<file path="src/rtl/rsr_pkg.sv">
// Shared types for the capture-RAM stream reader: FSM states and skid sizing.
// Latency: none (declarations only).
// Backpressure: n/a.
package rsr_pkg;

  typedef enum logic [1:0] {
    ST_IDLE  = 2'd0,
    ST_RUN   = 2'd1,
    ST_DRAIN = 2'd2
  } rsr_state_t;

  // Skid depth of 2 covers the single RAM read in flight plus one held word.
  localparam int SKID_DEPTH = 2;
  localparam int SKID_CW    = $clog2(SKID_DEPTH + 1);

  typedef logic [SKID_CW-1:0] skid_cnt_t;

endpackage

</file>
<file path="src/rtl/ram_stream_reader_if.sv">
// Output stream bundle of the capture-RAM reader toward the host framer.
// Latency: none (wires only).
// Backpressure: transfer happens when o_valid & i_ready; master holds its word while stalled.
interface ram_stream_reader_if #(
  parameter int DSIZE = 8
);
  logic             o_valid;
  logic [DSIZE-1:0] o_data;
  logic             o_last;
  logic             i_ready;

  modport master (output o_valid, output o_data, output o_last, input i_ready);
  modport slave  (input o_valid, input o_data, input o_last, output i_ready);
endinterface

</file>
<file path="src/rtl/rsr_skid2.sv">
// Two-entry FIFO with registered outputs, carrying {last,data} words.
// Latency: a push into an empty FIFO is visible on dout the next cycle.
// Backpressure: simultaneous push/pop allowed with 1 or 2 entries; caller must never push when full.
module rsr_skid2
  import rsr_pkg::*;
#(
  parameter int W = 9
) (
  input  logic      i_clk,
  input  logic      i_rst,
  input  logic      push,
  input  logic      pop,
  input  logic [W-1:0] din,
  output logic [W-1:0] dout,
  output skid_cnt_t count
);

  logic [W-1:0] head_q;
  logic [W-1:0] tail_q;
  skid_cnt_t    cnt_q;

  // Head is the word on offer; tail shifts into head on pop.
  always_ff @(posedge i_clk) begin
    if (i_rst) begin
      head_q <= '0;
      tail_q <= '0;
      cnt_q  <= '0;
    end else begin
      case ({push, pop})
        2'b10: begin
          if (cnt_q == skid_cnt_t'(0)) head_q <= din;
          else                         tail_q <= din;
          cnt_q <= cnt_q + skid_cnt_t'(1);
        end
        2'b01: begin
          head_q <= tail_q;
          cnt_q  <= cnt_q - skid_cnt_t'(1);
        end
        2'b11: begin
          if (cnt_q == skid_cnt_t'(1)) begin
            head_q <= din;
          end else begin
            head_q <= tail_q;
            tail_q <= din;
          end
        end
        default: ;
      endcase
    end
  end

  assign dout  = head_q;
  assign count = cnt_q;

endmodule

</file>
<file path="src/rtl/ram_stream_reader.sv">
// Reads i_len words from the capture RAM starting at i_base_addr (wrapping) and streams them out.
// Latency: start sampled in cycle 0 -> first o_valid in cycle 3; o_done one cycle after the last transfer.
// Backpressure: 2-entry skid absorbs i_ready stalls; reads are throttled so nothing is dropped. Optional READER_CHKSUM_EN adds o_chksum.
module ram_stream_reader
  import rsr_pkg::*;
#(
  parameter int ASIZE = 13,
  parameter int DSIZE = 8
) (
  input  logic             i_clk,
  input  logic             i_rst,
  input  logic             i_start,
  input  logic [ASIZE-1:0] i_base_addr,
  input  logic [ASIZE:0]   i_len,
  output logic [ASIZE-1:0] o_rd_addr,
  input  logic [DSIZE-1:0] i_rd_data,
  output logic             o_busy,
  output logic             o_done,
`ifdef READER_CHKSUM_EN
  output logic [DSIZE+ASIZE-1:0] o_chksum,
`endif
  ram_stream_reader_if.master strm
);

  localparam logic [ASIZE:0]   CNT_ONE  = {{ASIZE{1'b0}}, 1'b1};
  localparam logic [ASIZE-1:0] ADDR_ONE = {{(ASIZE-1){1'b0}}, 1'b1};

  rsr_state_t       state_q, state_d;
  logic [ASIZE-1:0] addr_q;
  logic [ASIZE:0]   len_q;
  logic [ASIZE:0]   issue_cnt_q;
  logic [ASIZE:0]   xfer_cnt_q;
  logic             infl_q;
  logic             infl_last_q;
  logic             done_q;

  skid_cnt_t        skid_cnt;
  logic [DSIZE:0]   skid_out;
  logic [SKID_CW:0] occ;
  logic             room;
  logic             pop;
  logic             issue;
  logic             issue_last;
  logic             last_xfer;
  logic             start_ok;
  logic             start_zero;
  logic             done_d;

  assign pop        = strm.o_valid & strm.i_ready;
  assign issue_last = (issue_cnt_q + CNT_ONE) == len_q;
  assign last_xfer  = pop && ((xfer_cnt_q + CNT_ONE) == len_q);

  // Occupancy after this cycle's pop, counting the word already on the RAM output.
  assign occ  = {1'b0, skid_cnt} + {{SKID_CW{1'b0}}, infl_q} - {{SKID_CW{1'b0}}, pop};
  assign room = occ < (SKID_CW + 1)'(SKID_DEPTH);

  // FSM state register.
  always_ff @(posedge i_clk) begin
    if (i_rst) state_q <= ST_IDLE;
    else       state_q <= state_d;
  end

  // Next state, read issue and done decision.
  always_comb begin
    state_d    = state_q;
    issue      = 1'b0;
    start_ok   = 1'b0;
    start_zero = 1'b0;
    done_d     = 1'b0;
    case (state_q)
      ST_IDLE: begin
        if (i_start) begin
          if (i_len != '0) begin
            start_ok = 1'b1;
            state_d  = ST_RUN;
          end else begin
            start_zero = 1'b1;
            done_d     = 1'b1;
          end
        end
      end
      ST_RUN: begin
        if (room && (issue_cnt_q != len_q)) begin
          issue = 1'b1;
          if (issue_last) state_d = ST_DRAIN;
        end
      end
      ST_DRAIN: begin
        if (last_xfer) begin
          done_d  = 1'b1;
          state_d = ST_IDLE;
        end
      end
      default: state_d = ST_IDLE;
    endcase
  end

  // Address, counters, in-flight tracking and done pulse.
  always_ff @(posedge i_clk) begin
    if (i_rst) begin
      addr_q      <= '0;
      len_q       <= '0;
      issue_cnt_q <= '0;
      xfer_cnt_q  <= '0;
      infl_q      <= 1'b0;
      infl_last_q <= 1'b0;
      done_q      <= 1'b0;
    end else begin
      done_q      <= done_d;
      infl_q      <= issue;
      infl_last_q <= issue & issue_last;
      if (start_ok) begin
        addr_q      <= i_base_addr;
        len_q       <= i_len;
        issue_cnt_q <= '0;
        xfer_cnt_q  <= '0;
      end else begin
        if (issue) begin
          addr_q      <= addr_q + ADDR_ONE;
          issue_cnt_q <= issue_cnt_q + CNT_ONE;
        end
        if (pop) xfer_cnt_q <= xfer_cnt_q + CNT_ONE;
      end
    end
  end

  rsr_skid2 #(.W(DSIZE + 1)) u_skid (
    .i_clk (i_clk),
    .i_rst (i_rst),
    .push  (infl_q),
    .pop   (pop),
    .din   ({infl_last_q, i_rd_data}),
    .dout  (skid_out),
    .count (skid_cnt)
  );

  assign strm.o_valid = (skid_cnt != '0);
  assign strm.o_data  = skid_out[DSIZE-1:0];
  assign strm.o_last  = skid_out[DSIZE] & strm.o_valid;
  assign o_rd_addr    = addr_q;
  assign o_busy       = (state_q != ST_IDLE);
  assign o_done       = done_q;

`ifdef READER_CHKSUM_EN
  logic [DSIZE+ASIZE-1:0] chksum_q;

  // Running sum of transferred words; cleared when a start is taken in IDLE.
  always_ff @(posedge i_clk) begin
    if (i_rst)                       chksum_q <= '0;
    else if (start_ok || start_zero) chksum_q <= '0;
    else if (pop)                    chksum_q <= chksum_q + {{ASIZE{1'b0}}, strm.o_data};
  end

  assign o_chksum = chksum_q;
`endif

endmodule
</file>
<file path="src/flat_wrapper.sv">
// flat-port wrapper written by rule: the top's interface ports become plain ports
module ram_stream_reader_flat import rsr_pkg::*;
#(
  parameter int ASIZE = 13,
  parameter int DSIZE = 8
)
  (i_clk, i_rst, i_start, i_base_addr, i_len, o_rd_addr, i_rd_data, o_busy, o_done, strm_o_valid, strm_o_data, strm_o_last, strm_i_ready);
  ram_stream_reader_if #(.DSIZE(DSIZE)) strm_i ();
  input  logic i_clk;
  input  logic i_rst;
  input  logic i_start;
  input  logic [ASIZE-1:0] i_base_addr;
  input  logic [ASIZE:0] i_len;
  output logic [ASIZE-1:0] o_rd_addr;
  input  logic [DSIZE-1:0] i_rd_data;
  output logic o_busy;
  output logic o_done;
  output wire logic [$bits(strm_i.o_valid)-1:0] strm_o_valid;
  output wire logic [$bits(strm_i.o_data)-1:0] strm_o_data;
  output wire logic [$bits(strm_i.o_last)-1:0] strm_o_last;
  input wire logic [$bits(strm_i.i_ready)-1:0] strm_i_ready;
  assign strm_o_valid = strm_i.o_valid;
  assign strm_o_data = strm_i.o_data;
  assign strm_o_last = strm_i.o_last;
  assign strm_i.i_ready = strm_i_ready;
  ram_stream_reader #(.ASIZE(ASIZE), .DSIZE(DSIZE)) u_core (.i_clk(i_clk), .i_rst(i_rst), .i_start(i_start), .i_base_addr(i_base_addr), .i_len(i_len), .o_rd_addr(o_rd_addr), .i_rd_data(i_rd_data), .o_busy(o_busy), .o_done(o_done), .strm(strm_i));
endmodule
</file>
<file path="config.mk">
export PLATFORM = sky130hd
export DESIGN_NAME = ram_stream_reader_flat
export DESIGN_NICKNAME = d
export VERILOG_FILES = /design/src/rtl/rsr_pkg.sv /design/src/rtl/ram_stream_reader_if.sv /design/src/rtl/rsr_skid2.sv /design/src/rtl/ram_stream_reader.sv /design/src/flat_wrapper.sv
export SDC_FILE = /design/constraint.sdc
export NUM_CORES = 1
export LEC_CHECK = 0
export BUFFER_PORTS_ARGS = -buffer_cell sky130_fd_sc_hd__clkbuf_2
export CAP_MARGIN = 20
export CORE_ASPECT_RATIO = 1.4
export CORE_UTILIZATION = 32
export CTS_BUF_LIST = sky130_fd_sc_hd__clkbuf_4
export DETAILED_ROUTE_END_ITERATION = 10
export PLACE_DENSITY = 0.51
export SKIP_LAST_GASP = 1
export SYNTH_ARGS = -nofsm -noshare
export SYNTH_HDL_FRONTEND = slang
export SYNTH_SLANG_ARGS = --single-unit
</file>
<file path="constraint.sdc">
create_clock -name i_clk -period 8.8 [get_ports i_clk]
set_input_delay 0.88 -clock i_clk [delete_from_list [all_inputs] [get_ports i_clk]]
set_output_delay 0.88 -clock i_clk [all_outputs]
set_load 0.02 [all_outputs]
</file>
==> results.md <==
- EDFF count, synth: 0
- Max IR drop VDD: 0.0950 mV
- Max-slew violation count: 0
- DP Cell Count: 772
- Total track usage: 16.9%
- Vias per cell: around 5.2
- Mapped Avg Cell Area: slightly above 8 µm²
- Synth cell types: 59
- Clk slew on worst S/H paths: approximately 0.16 ns
- Post-cts sizing count: 0
- M1 GR Usage: between 20% and 30%
- Worst hold path class: flop to flop
- Final setup margin: 4.82 ns
- Die height: between 100 and 150 µm
- Fillers: between 1.5k and 2k
- Post-CTS Hold Buffers: 0
- # setup viols final: 0
- Ys Warns: 0
- Design area: 5130 µm²
- Ratio of cells with drive above 1 in the final layout: approximately 16%
- TritonCTS clock tree: built
- DRT iter0 DRCs: 170
- Largest net degree at the start of global routing: 53
- Final Non-Filler Cells: roughly 790
- Post-synth ARST share: 0%
- DRC: 0
- Max clock buf depth: 2
- Post-Syn Nets: slightly above 600
- Leakage Power: roughly 0.002 µW
- PwrDens: around 210 nW/µm²
- Die W: around 100 µm
- Starting Density: 32.9%
- Critical Path Fanout Max: 18
- RSZ-0062 raised after global routing: false
- Register area: between 1500 and 2000 µm²
- Critical path launch point type: flop
- Area of the multi-input gates: 2710 µm²
- IO buf count: 63
- Met3 Resource Use GR: between 2 and 3%
- Seq/Total Area, Yosys: between 30% and 40%
- Required time worst endpoint: 9.18 ns
- Post-CTS setup buffer count: 0
- M2 GR Usage: between 20 and 30%
- Synthesized flop and latch total: 80
- Mapped cell area: between 4000 and 5000 µm²
- Crit path time final: about 4 ns
- Global-route wire length before repair: 19200 µm
- ANT nets after route: 0
- Placer Congestion: around 0.87
- H-Tree Depth: 3
- Slew margin rel.: 51.1%
- Initial antenna violation count: 1
- Vias in the first global route: 3648
- Placed cell area: between 4000 and 5000 µm²
- Cells after synthesis: around 560
- Fmax achieved: between 200 and 300 MHz
- Layout Skew: ~0.028 ns
- Max-cap violations: 0
- DR vias: between 4k and 5k
- Ys flop type: dfxtp_1
- I/O pin count: 64
- Number of buffers created by CTS: 9
- Post-Place Worst Slack: around 4.6 ns
- Area grow syn2layout: 12.2%
- HPWL after DPL: ~9000 µm
- Area of the die: 14800 µm²
- Fin crit share: between 40 and 50%
- Worst-margin pin slew: between 0.7 and 0.8 ns
- Fin. Hold Viols: 0
- Final wirelength: ~12000 µm
- Worst EP arrival: approximately 4.4 ns
- Fin Setup TNS: 0 ns
- Area of the core: about 14000 µm²
- Status: finished clean
- Critical path class: flop to flop
- Global route hottest layer: met2
- Clock root buffer: clkbuf_4
- Rows: between 50 and 60
- Clk sinks: 80
- Final Util: between 30% and 40%
- CP endpoint kind: flop
- Nets@finish: about 640
- Router iterations before antenna repair: 5
- Total global routing overflow: 0
- Drt wl/cell: between 15 and 20 µm
- Worst-skew pair later-pin latency: 0.45 ns
[placed cells by master (no fill, tap or decap), drive strengths merged, types with 19 or more instances in the layout]
cell type,Yosys,final
nand4,20,20
dfxtp,80,80
mux2i,19,19
nand3,24,24
xor2,32,32
nand2,67,67
clkbuf,27,72
nor2,68,68
xnor2,35,35
a21oi,27,27
[sequential cells by signal (all words and copies together), names as in the netlist, 2 cells and up]
name                  count
u_core.u_skid.dout        9
u_core.len_q             14
u_core.state_q            2
u_core.u_skid.tail_q      9
u_core.o_rd_addr         13
u_core.xfer_cnt_q        14
u_core.u_skid.count       2
u_core.issue_cnt_q       14
[where the power goes]
| part | internal [µW] | switching, µW |
|---|---|---|
| registers | 405 | 39.3 |
| clock network | 150 | 153 |
| logic | 119 | 231 |
| total | 674 | 423 |
[layout make-up]
class                   instances  share of cell area, %
multi-input cells             428                   52.8
flip-flops and latches         80                   31.2
repair buffers                 65                   6.44
well taps                     185                   4.51
clock inverters                 7                   2.63
clock buffers                   9                   1.32
inverters                      14                   1.02
diodes                          1                 0.0488
[through the flow]
| stage | hold slack [ns] | power (µW) |
|---|---|---|
| 2_1_floorplan | 0.460 | 736 |
| 3_3_place_gp | 0.473 | 799 |
| 3_5_place_dp | 0.486 | 805 |
| 4_1_cts | 0.512 | 1110 |
| 5_1_grt | 0.525 | 1170 |
| 6_report | 0.509 | 1100 |
[path summary, 6_finish.rpt]
check / from / end / slack [ns] / cells after the start
worst max-delay path: u_core.u_skid.count[1] / u_core.issue_cnt_q[13] / 4.82 / 12
worst min register to register: u_core.u_skid.dout[8] / u_core.u_skid.dout[8] / 0.51 / 2
worst min-delay path: u_core.u_skid.dout[8] / u_core.u_skid.dout[8] / 0.51 / 2
worst max register to register: u_core.u_skid.count[1] / u_core.issue_cnt_q[13] / 4.82 / 12
[kinds of logic (layout without fill, tap and decap cells)]
logic type / after synthesis / in the layout / synth area share (%)
xor gates and xnor gates: 67 / 67 / 12.8
AOI/OAI and AO/OA: 89 / 89 / 13.3
and+or+nand+nor: 246 / 246 / 26.9
DFF: 80 / 80 / 35.0
other: 0 / 1 / 0
buffers and inverters: 55 / 95 / 5.69
adders and majority gates: 6 / 6 / 1.81
muxes: 20 / 20 / 4.41
[worst max-delay path: stages (launching register included)]
cell and delay [ns]:
dfxtp_1 0.42, inv_1 0.10, ha_1 0.23, nor2b_1 0.56, xor2_1 0.31, nand2_1 0.11, fa_1 0.38, xnor2_1 0.14
nand2_1 0.24, inv_1 0.29, nand3_2 0.38, or4_1 0.62, a21oi_2 0.14
[cells in the mapped netlist (all sizes together), types with 3 or more instances]
library cell | n | area, µm²
xnor2 | 35 | 307
a211oi | 18 | 135
dfxtp | 80 | 1600
clkbuf | 27 | 101
or4 | 7 | 60.1
a21o | 3 | 22.5
nand2 | 67 | 251
nor2b | 4 | 25.0
mux2i | 19 | 190
xor2 | 32 | 280
inv | 14 | 52.6
and4 | 4 | 37.5
nand4 | 20 | 131
o311ai | 4 | 35.0
or3 | 10 | 62.6
buf | 14 | 106
nor4 | 15 | 109
nor3 | 8 | 45.0
and3 | 8 | 50.1
nand3 | 24 | 125
nor2 | 68 | 255
and2 | 4 | 25.0
a311oi | 3 | 26.3
ha | 5 | 62.6
a31oi | 3 | 18.8
a21oi | 27 | 150
o21ai | 11 | 55.1
o31a | 3 | 26.3
o31ai | 5 | 37.5
[metal layers]
layer	share of wire (%)	vias to the layer above
li1	-	2049
met1	43	1937
met2	52	66
met3	2.5	16
met4	1.8	0
met5	0	-
No activity file was read; power rests on OpenSTA's default activity.
